--- src/rtl/ethernet_header_builder.sv ---
`default_nettype none
// ============================================================================
// Module   : ethernet_header_builder
// Purpose  : Builds the transmit frame from a header (dst MAC, src MAC,
//            EtherType) and a 64-bit AXI-Stream payload: 14 header bytes,
//            then the payload realigned by 6 lanes, no FCS. Frame byte i is
//            carried on lane i%8.
// Ports    : clk, clear (sync active-high reset)
//            hdr_valid/hdr_ready, dst_mac, src_mac, eth_type : header input
//            s_tdata/s_tkeep/s_tlast/s_tvalid/s_tready       : payload input
//            m_tdata/m_tkeep/m_tlast/m_tvalid/m_tready       : framed output
//            busy : high whenever the FSM is not in IDLE
// Config   : `define ETH_TX_PAD_EN to zero-pad short frames to
//            MIN_FRAME_BYTES (adds an output byte counter and a PAD state).
// Revision : 1.0 - initial release
// ============================================================================
module ethernet_header_builder #(
  parameter int DATA_W          = 64,
  parameter int MIN_FRAME_BYTES = 60
) (
  input  logic                clk,
  input  logic                clear,
  input  logic                hdr_valid,
  output logic                hdr_ready,
  input  logic [47:0]         dst_mac,
  input  logic [47:0]         src_mac,
  input  logic [15:0]         eth_type,
  input  logic [DATA_W-1:0]   s_tdata,
  input  logic [DATA_W/8-1:0] s_tkeep,
  input  logic                s_tlast,
  input  logic                s_tvalid,
  output logic                s_tready,
  output logic [DATA_W-1:0]   m_tdata,
  output logic [DATA_W/8-1:0] m_tkeep,
  output logic                m_tlast,
  output logic                m_tvalid,
  input  logic                m_tready,
  output logic                busy
);

  // The lane arithmetic below is written for a 64-bit bus only.
  if (DATA_W != 64) begin : g_bad_data_w
    $error("ethernet_header_builder: only DATA_W=64 is supported");
  end
  if (MIN_FRAME_BYTES < 16 || MIN_FRAME_BYTES > 64) begin : g_bad_min_frame
    $error("ethernet_header_builder: MIN_FRAME_BYTES must be 16..64");
  end

`ifdef ETH_TX_PAD_EN
  typedef enum logic [2:0] {
    S_IDLE = 3'd0, S_HDR0 = 3'd1, S_HDR1 = 3'd2,
    S_BODY = 3'd3, S_TAIL = 3'd4, S_PAD  = 3'd5
  } state_t;
  localparam logic [7:0] c_min = 8'(MIN_FRAME_BYTES);
`else
  typedef enum logic [2:0] {
    S_IDLE = 3'd0, S_HDR0 = 3'd1, S_HDR1 = 3'd2,
    S_BODY = 3'd3, S_TAIL = 3'd4
  } state_t;
`endif

  state_t        state_q, state_d;
  logic [31:0]   src_lo_q, src_lo_d;   // src_mac bytes 2-5, sent in beat 1
  logic [15:0]   type_q, type_d;
  logic [47:0]   hold_q, hold_d;       // payload lanes 2-7 of previous beat
  logic [3:0]    n_q, n_d;             // byte count of the last input beat
  logic [63:0]   m_tdata_q, tdata_d;
  logic [7:0]    m_tkeep_q, tkeep_d;
  logic          m_tlast_q, tlast_d;
  logic          m_tvalid_q, tvalid_d;
  logic          busy_q, busy_d;

  logic          w_adv;
  logic          w_hdr_hs;
  logic          w_s_hs;
  logic [63:0]   w_kmask;
  logic [63:0]   w_pdata;
  logic [3:0]    w_n;
  logic [63:0]   w_beat;
  logic          w_fin;
  logic [63:0]   w_fin_data;
  logic [3:0]    w_fin_bytes;

  function automatic logic [7:0] f_keep(input logic [3:0] nbytes);
    logic [8:0] m;
    m = (9'd1 << nbytes) - 9'd1;
    return m[7:0];
  endfunction

  assign w_adv     = !m_tvalid_q || m_tready;
  assign hdr_ready = (state_q == S_IDLE) && w_adv;
  assign s_tready  = ((state_q == S_HDR1) || (state_q == S_BODY)) && w_adv;
  assign w_hdr_hs  = hdr_valid && hdr_ready;
  assign w_s_hs    = s_tvalid && s_tready;

  // Zero the disabled payload lanes so they never leak onto the output.
  for (genvar i = 0; i < 8; i++) begin : g_keep_mask
    assign w_kmask[8*i +: 8] = {8{s_tkeep[i]}};
  end
  assign w_pdata = s_tdata & w_kmask;

  always_comb begin
    w_n = '0;
    for (int i = 0; i < 8; i++) begin
      w_n = w_n + {3'b000, s_tkeep[i]};
    end
  end

  // Beat 1 carries the rest of the header; later beats splice the held
  // lanes 2-7 with the new lanes 0-1.
  assign w_beat = (state_q == S_HDR1)
                ? {w_pdata[15:0], type_q[7:0], type_q[15:8],
                   src_lo_q[7:0], src_lo_q[15:8], src_lo_q[23:16], src_lo_q[31:24]}
                : {w_pdata[15:0], hold_q};

`ifdef ETH_TX_PAD_EN
  logic [6:0] cnt_q, cnt_d;            // frame bytes already loaded, saturating
  logic [7:0] w_rem;                   // bytes still needed to reach the minimum
  logic [7:0] w_total;
  logic       w_loaded;

  assign w_rem    = c_min - {1'b0, cnt_q};
  assign w_loaded = (((state_q == S_HDR1) || (state_q == S_BODY)) && w_s_hs) ||
                    (((state_q == S_TAIL) || (state_q == S_PAD)) && w_adv);

  always_comb begin
    cnt_d = cnt_q;
    if (w_hdr_hs) begin
      cnt_d = 7'd8;
    end else if (w_loaded) begin
      cnt_d = (cnt_q >= 7'd56) ? 7'd64 : cnt_q + 7'd8;
    end
  end
`endif

  always_comb begin
    state_d     = state_q;
    src_lo_d    = src_lo_q;
    type_d      = type_q;
    hold_d      = hold_q;
    n_d         = n_q;
    tdata_d     = m_tdata_q;
    tkeep_d     = m_tkeep_q;
    tlast_d     = m_tlast_q;
    tvalid_d    = m_tvalid_q && !m_tready;
    w_fin       = 1'b0;
    w_fin_data  = '0;
    w_fin_bytes = '0;
`ifdef ETH_TX_PAD_EN
    w_total     = '0;
`endif

    case (state_q)
      S_IDLE: begin
        if (w_hdr_hs) begin
          src_lo_d = src_mac[31:0];
          type_d   = eth_type;
          // Beat 0 goes straight to the output register for latency 1.
          tdata_d  = {src_mac[39:32], src_mac[47:40],
                      dst_mac[7:0], dst_mac[15:8], dst_mac[23:16],
                      dst_mac[31:24], dst_mac[39:32], dst_mac[47:40]};
          tkeep_d  = 8'hFF;
          tlast_d  = 1'b0;
          tvalid_d = 1'b1;
          state_d  = S_HDR0;
        end
      end
      S_HDR0: begin
        if (w_adv) begin
          state_d = S_HDR1;
        end
      end
      S_HDR1, S_BODY: begin
        if (w_s_hs) begin
          hold_d = w_pdata[63:16];
          if (s_tlast && (w_n <= 4'd2)) begin
            w_fin       = 1'b1;
            w_fin_data  = w_beat;
            w_fin_bytes = 4'd6 + w_n;
          end else begin
            tdata_d  = w_beat;
            tkeep_d  = 8'hFF;
            tlast_d  = 1'b0;
            tvalid_d = 1'b1;
            n_d      = w_n;
            state_d  = s_tlast ? S_TAIL : S_BODY;
          end
        end
      end
      S_TAIL: begin
        if (w_adv) begin
          w_fin       = 1'b1;
          w_fin_data  = {16'h0000, hold_q};
          w_fin_bytes = n_q - 4'd2;
        end
      end
`ifdef ETH_TX_PAD_EN
      S_PAD: begin
        if (w_adv) begin
          tdata_d  = '0;
          tvalid_d = 1'b1;
          if (w_rem <= 8'd8) begin
            tkeep_d = f_keep(w_rem[3:0]);
            tlast_d = 1'b1;
            state_d = S_IDLE;
          end else begin
            tkeep_d = 8'hFF;
            tlast_d = 1'b0;
          end
        end
      end
`endif
      default: state_d = S_IDLE;
    endcase

    // Final payload beat: normally ends the frame; with padding enabled a
    // short frame keeps going with zero bytes up to the minimum length.
    if (w_fin) begin
      tdata_d  = w_fin_data;
      tvalid_d = 1'b1;
`ifdef ETH_TX_PAD_EN
      w_total = {1'b0, cnt_q} + {4'b0000, w_fin_bytes};
      if (w_total >= c_min) begin
        tkeep_d = f_keep(w_fin_bytes);
        tlast_d = 1'b1;
        state_d = S_IDLE;
      end else if (w_rem <= 8'd8) begin
        tkeep_d = f_keep(w_rem[3:0]);
        tlast_d = 1'b1;
        state_d = S_IDLE;
      end else begin
        tkeep_d = 8'hFF;
        tlast_d = 1'b0;
        state_d = S_PAD;
      end
`else
      tkeep_d = f_keep(w_fin_bytes);
      tlast_d = 1'b1;
      state_d = S_IDLE;
`endif
    end

    busy_d = (state_d != S_IDLE);
  end

  always_ff @(posedge clk) begin
    if (clear) begin
      state_q    <= S_IDLE;
      src_lo_q   <= '0;
      type_q     <= '0;
      hold_q     <= '0;
      n_q        <= '0;
      m_tdata_q  <= '0;
      m_tkeep_q  <= '0;
      m_tlast_q  <= 1'b0;
      m_tvalid_q <= 1'b0;
      busy_q     <= 1'b0;
`ifdef ETH_TX_PAD_EN
      cnt_q      <= '0;
`endif
    end else begin
      state_q    <= state_d;
      src_lo_q   <= src_lo_d;
      type_q     <= type_d;
      hold_q     <= hold_d;
      n_q        <= n_d;
      m_tdata_q  <= tdata_d;
      m_tkeep_q  <= tkeep_d;
      m_tlast_q  <= tlast_d;
      m_tvalid_q <= tvalid_d;
      busy_q     <= busy_d;
`ifdef ETH_TX_PAD_EN
      cnt_q      <= cnt_d;
`endif
    end
  end

  assign m_tdata  = m_tdata_q;
  assign m_tkeep  = m_tkeep_q;
  assign m_tlast  = m_tlast_q;
  assign m_tvalid = m_tvalid_q;
  assign busy     = busy_q;

endmodule
`default_nettype wire

--- config.mk ---
export PLATFORM = sky130hd
export DESIGN_NAME = ethernet_header_builder
export DESIGN_NICKNAME = d
export VERILOG_FILES = /design/src/rtl/ethernet_header_builder.sv
export SDC_FILE = /design/constraint.sdc
export NUM_CORES = 1
export LEC_CHECK = 0
export ABC_AREA = 0
export CAP_MARGIN = 20
export CORE_MARGIN = 2
export CORE_UTILIZATION = 53
export CTS_BUF_LIST = sky130_fd_sc_hd__clkbuf_8
export DETAILED_ROUTE_END_ITERATION = 8
export GPL_ROUTABILITY_DRIVEN = 0
export PLACE_DENSITY = 0.89
export SLEW_MARGIN = 20
export SYNTH_ARGS = -nofsm -noshare
export SYNTH_HDL_FRONTEND = slang
export SYNTH_SLANG_ARGS = --single-unit
--- constraint.sdc ---
create_clock -name clk -period 8 [get_ports clk]
set_clock_uncertainty 0.05 [all_clocks]
set_input_delay 0.8 -clock clk [delete_from_list [all_inputs] [get_ports clk]]
set_output_delay 0.8 -clock clk [all_outputs]
set_load 0.02 [all_outputs]
==> impl_metrics.env <==
export IMPL_outcome="finished clean"
export IMPL_dieArea_um2=17900
export IMPL_cts_htree_levels=4
export IMPL_grt_pass1_vias=8702
export IMPL_net_switching_power_uw=847
export IMPL_setup_worst_path_start_class="input port"
export IMPL_cts_root_to_sink_buffers=2
export IMPL_wl_per_cell_um=17.7
export IMPL_remaining_drc_errors=0
export IMPL_route_vias_total=9075
export IMPL_worst_ep_arrival_time_ns=6.18
export IMPL_route_detailed_vias_per_inst=5.88
export IMPL_critical_path_endpoint_type="flop"
export IMPL_ys_async_sr_fraction_pct=0
export IMPL_post_synth_instance_area_um2=8940
export IMPL_rows=47
export IMPL_grt_max_degree=120
export IMPL_irDropWorstVdd_v=0.000124
export IMPL_drive_gt1_share_pct=8.09
export IMPL_cp_max_fo=10
export IMPL_min_delay_worst_type="flop to flop"
export IMPL_hold_depth=2
export IMPL_ys_types=51
export IMPL_fraction_of_power_spent_switching_nets_pct=33.4
export IMPL_n_fill_cell=1268
export IMPL_hold_violations=0
export IMPL_synth_commonest_cells="nand2_1, dfxtp_1, a21oi_1, nand3_1, clkbuf_1"
export IMPL_design_core_area_um2=16500
export IMPL_area_delta_synth_final_pct=33.3
export IMPL_required_ns=8.33
export IMPL_rsz_0062_raised_after_global_routing="false"
export IMPL_antenna_found_initial=1
export IMPL_detail_route_wirelength_mm=27.3
export IMPL_number_of_nets_with_antenna_violations_after_routing=0
export IMPL_initial_core_utilization_pct=54.1
export IMPL_final_setup_tns_ns=0
export IMPL_drt_first_iter_violations=685
export IMPL_die_width_um=134
export IMPL_timing_max_cap_violations=0
export IMPL_drv_slew=0
export IMPL_internal_power_mw=1.69
export IMPL_synthCells=1117
export IMPL_clockRootBuffer="clkbuf_8"
export IMPL_dr_pass1_iters=8
export IMPL_cts_post_setup_buffers_inserted=0
export IMPL_globalRouteOverflowTotal=0
export IMPL_synth_top_cells_by_area="dfxtp_1, nand2_1, a21oi_1, mux2_2, mux2i_1"
export IMPL_powerDensity_nw_per_um2=213
export IMPL_cts_tree="built"
export IMPL_grt_first_pass_wirelength_mm=42.8
export IMPL_finish_net_count=1510
export IMPL_avgSynthCellArea_um2=8.00
export IMPL_relSlewSlack_pct=30.0
export IMPL_timing_reg2reg_worst_path_depth=10
export IMPL_power_share_combinational_pct=33.7
export IMPL_cts_sinks=178
export IMPL_number_of_hold_buffers_added_after_cts=0
export IMPL_dp_hpwl_mm=17.5
export IMPL_synth_flop_cell="dfxtp_1"
export IMPL_p_leak_nw=4.21
export IMPL_synthDominantAreaCellType="dfxtp_1"
export IMPL_count_of_flip_flops_with_a_built_in_enable_after_synthesis=0
export IMPL_synth_yosys_seq_area_share_pct=39.9
export IMPL_tritoncts_num_buffers=17
export IMPL_fin_worst_hold_slack_ns=0.406
export IMPL_fmax_mhz=171
export IMPL_total_track_usage_pct=29.6
export IMPL_buffer_ports_inserted=266
export IMPL_setup_viol_count_final=0
export IMPL_power_share_sequential_pct=41.3
export IMPL_fin_crit_ns=5.85
export IMPL_crit_type="input port to flop"
export IMPL_post_synth_top_count_cell="nand2_1"
export IMPL_dieHeight_um=134
export IMPL_clk_latency_ns=0.46
export IMPL_worstMarginPinSlew_ns=1.05
export IMPL_yosys_warnings=0
export IMPL_finalCritPeriodShare_pct=73.1
export IMPL_cts_resized=0
export IMPL_post_synth_net_total=1317
export IMPL_ys_seq_elements=178
export IMPL_clock_power_share_pct=25.0
export IMPL_ioPinCount=267
export IMPL_synth_top_cell_area_share_pct=39.9
export IMPL_clk_transition_reported_paths_ns=0.09
export IMPL_final_core_util_pct=72.1
-- cell usage in the layout, fill, tap and decap left out, types with 9 or more instances in the layout --
cell type        instances
o21ai_1                 24
o311ai_0                39
clkdlybuf4s50_1        265
buf_4                   13
nand3_1                 67
mux2_2                  48
dfxtp_1                177
a21o_1                  17
mux2i_1                 48
inv_1                   22
o21ai_0                 47
o311ai_1                 9
a21oi_1                170
nor2_1                  24
clkbuf_8                18
nand2_1                264
-- worst max-delay path, cell delays in order --
cell and delay, ns:
clkdlybuf4s50_1 0.73, inv_1 0.12, fa_1 0.57, fa_1 0.43
fa_1 0.50, inv_1 0.05, ha_1 0.21, fa_1 0.51
xnor2_4 0.25, o2111ai_4 0.28, o32ai_2 0.56, nand3b_1 0.14
ha_1 0.33, or3_1 0.40, a21o_1 0.18, a31oi_1 0.14
-- worst paths after layout --
kind	startpoint	endpoint	slack [ns]
max	s_tkeep[0]	m_tkeep[6]	2.15
min	src_lo_q[3]	src_lo_q[3]	0.41
max reg2reg	state_q[1]	m_tkeep[6]	4.41
min reg2reg	src_lo_q[3]	src_lo_q[3]	0.41
-- state kept, by name (all words and copies together) (netlist names) --
| signal | cells |
|---|---|
| m_tdata | 64 |
| n_q | 4 |
| m_tlast | 1 |
| src_lo_q | 32 |
| hold_q | 48 |
| m_tvalid | 1 |
| type_q | 16 |
| busy | 1 |
| m_tkeep | 8 |
| state_q | 3 |
-- routing by layer --
metal	part of all wire, %	routed length (um)	track usage, %
met1	42	11500	37.7
met2	48	13100	49.6
met3	7.2	1950	5.10
met4	2.9	781	13.0
met5	0	0	0
-- per-stage QoR --
stage               total power, mW  area [um^2]  std cells  setup slack, ns
CTS                            2.54        11900       1543             2.21
finish                         2.54        11900       1544             2.15
detailed placement             1.91        11500       1511             1.73
global placement               1.89        11500       1511             1.84
floorplan                      1.57         8940       1117             2.44
global route                   2.65        11900       1544             1.94
-- kinds of logic (layout without fill, tap and decap cells) --
family / Yosys count / after routing / share of synthesized area, %
and+or+nand+nor: 382 / 382 / 18.2
AOI/OAI and AO/OA: 325 / 325 / 22.0
DFF: 178 / 178 / 39.9
buffers and inverters: 123 / 329 / 6.22
muxes: 96 / 96 / 11.4
adders and majority gates: 10 / 10 / 1.74
xor gates and xnor gates: 3 / 3 / 0.504
other: 0 / 1 / 0
-- power groups by stage --
stage | clock network (mW) | registers, mW | logic [mW]
final | 0.635 | 1.05 | 0.857
after global routing | 0.673 | 1.06 | 0.918
after floorplan | 0 | 1.14 | 0.435
after CTS | 0.642 | 1.05 | 0.853
after global placement | 0 | 1.06 | 0.827
after detailed placement | 0 | 1.07 | 0.847
-- layout make-up --
class	instances	area [um^2]	area share, %
Multi-Input combinational cell	816	4840	40.6
Tap cell	220	275	2.31
Inverter	18	67.6	0.567
Clock inverter	14	149	1.25
Sequential cell	178	3560	29.9
Antenna cell	1	2.50	0.0210
Timing Repair Buffer	279	2760	23.2
Clock buffer	18	248	2.08
Note: power is estimated with default switching activity, not from simulation.
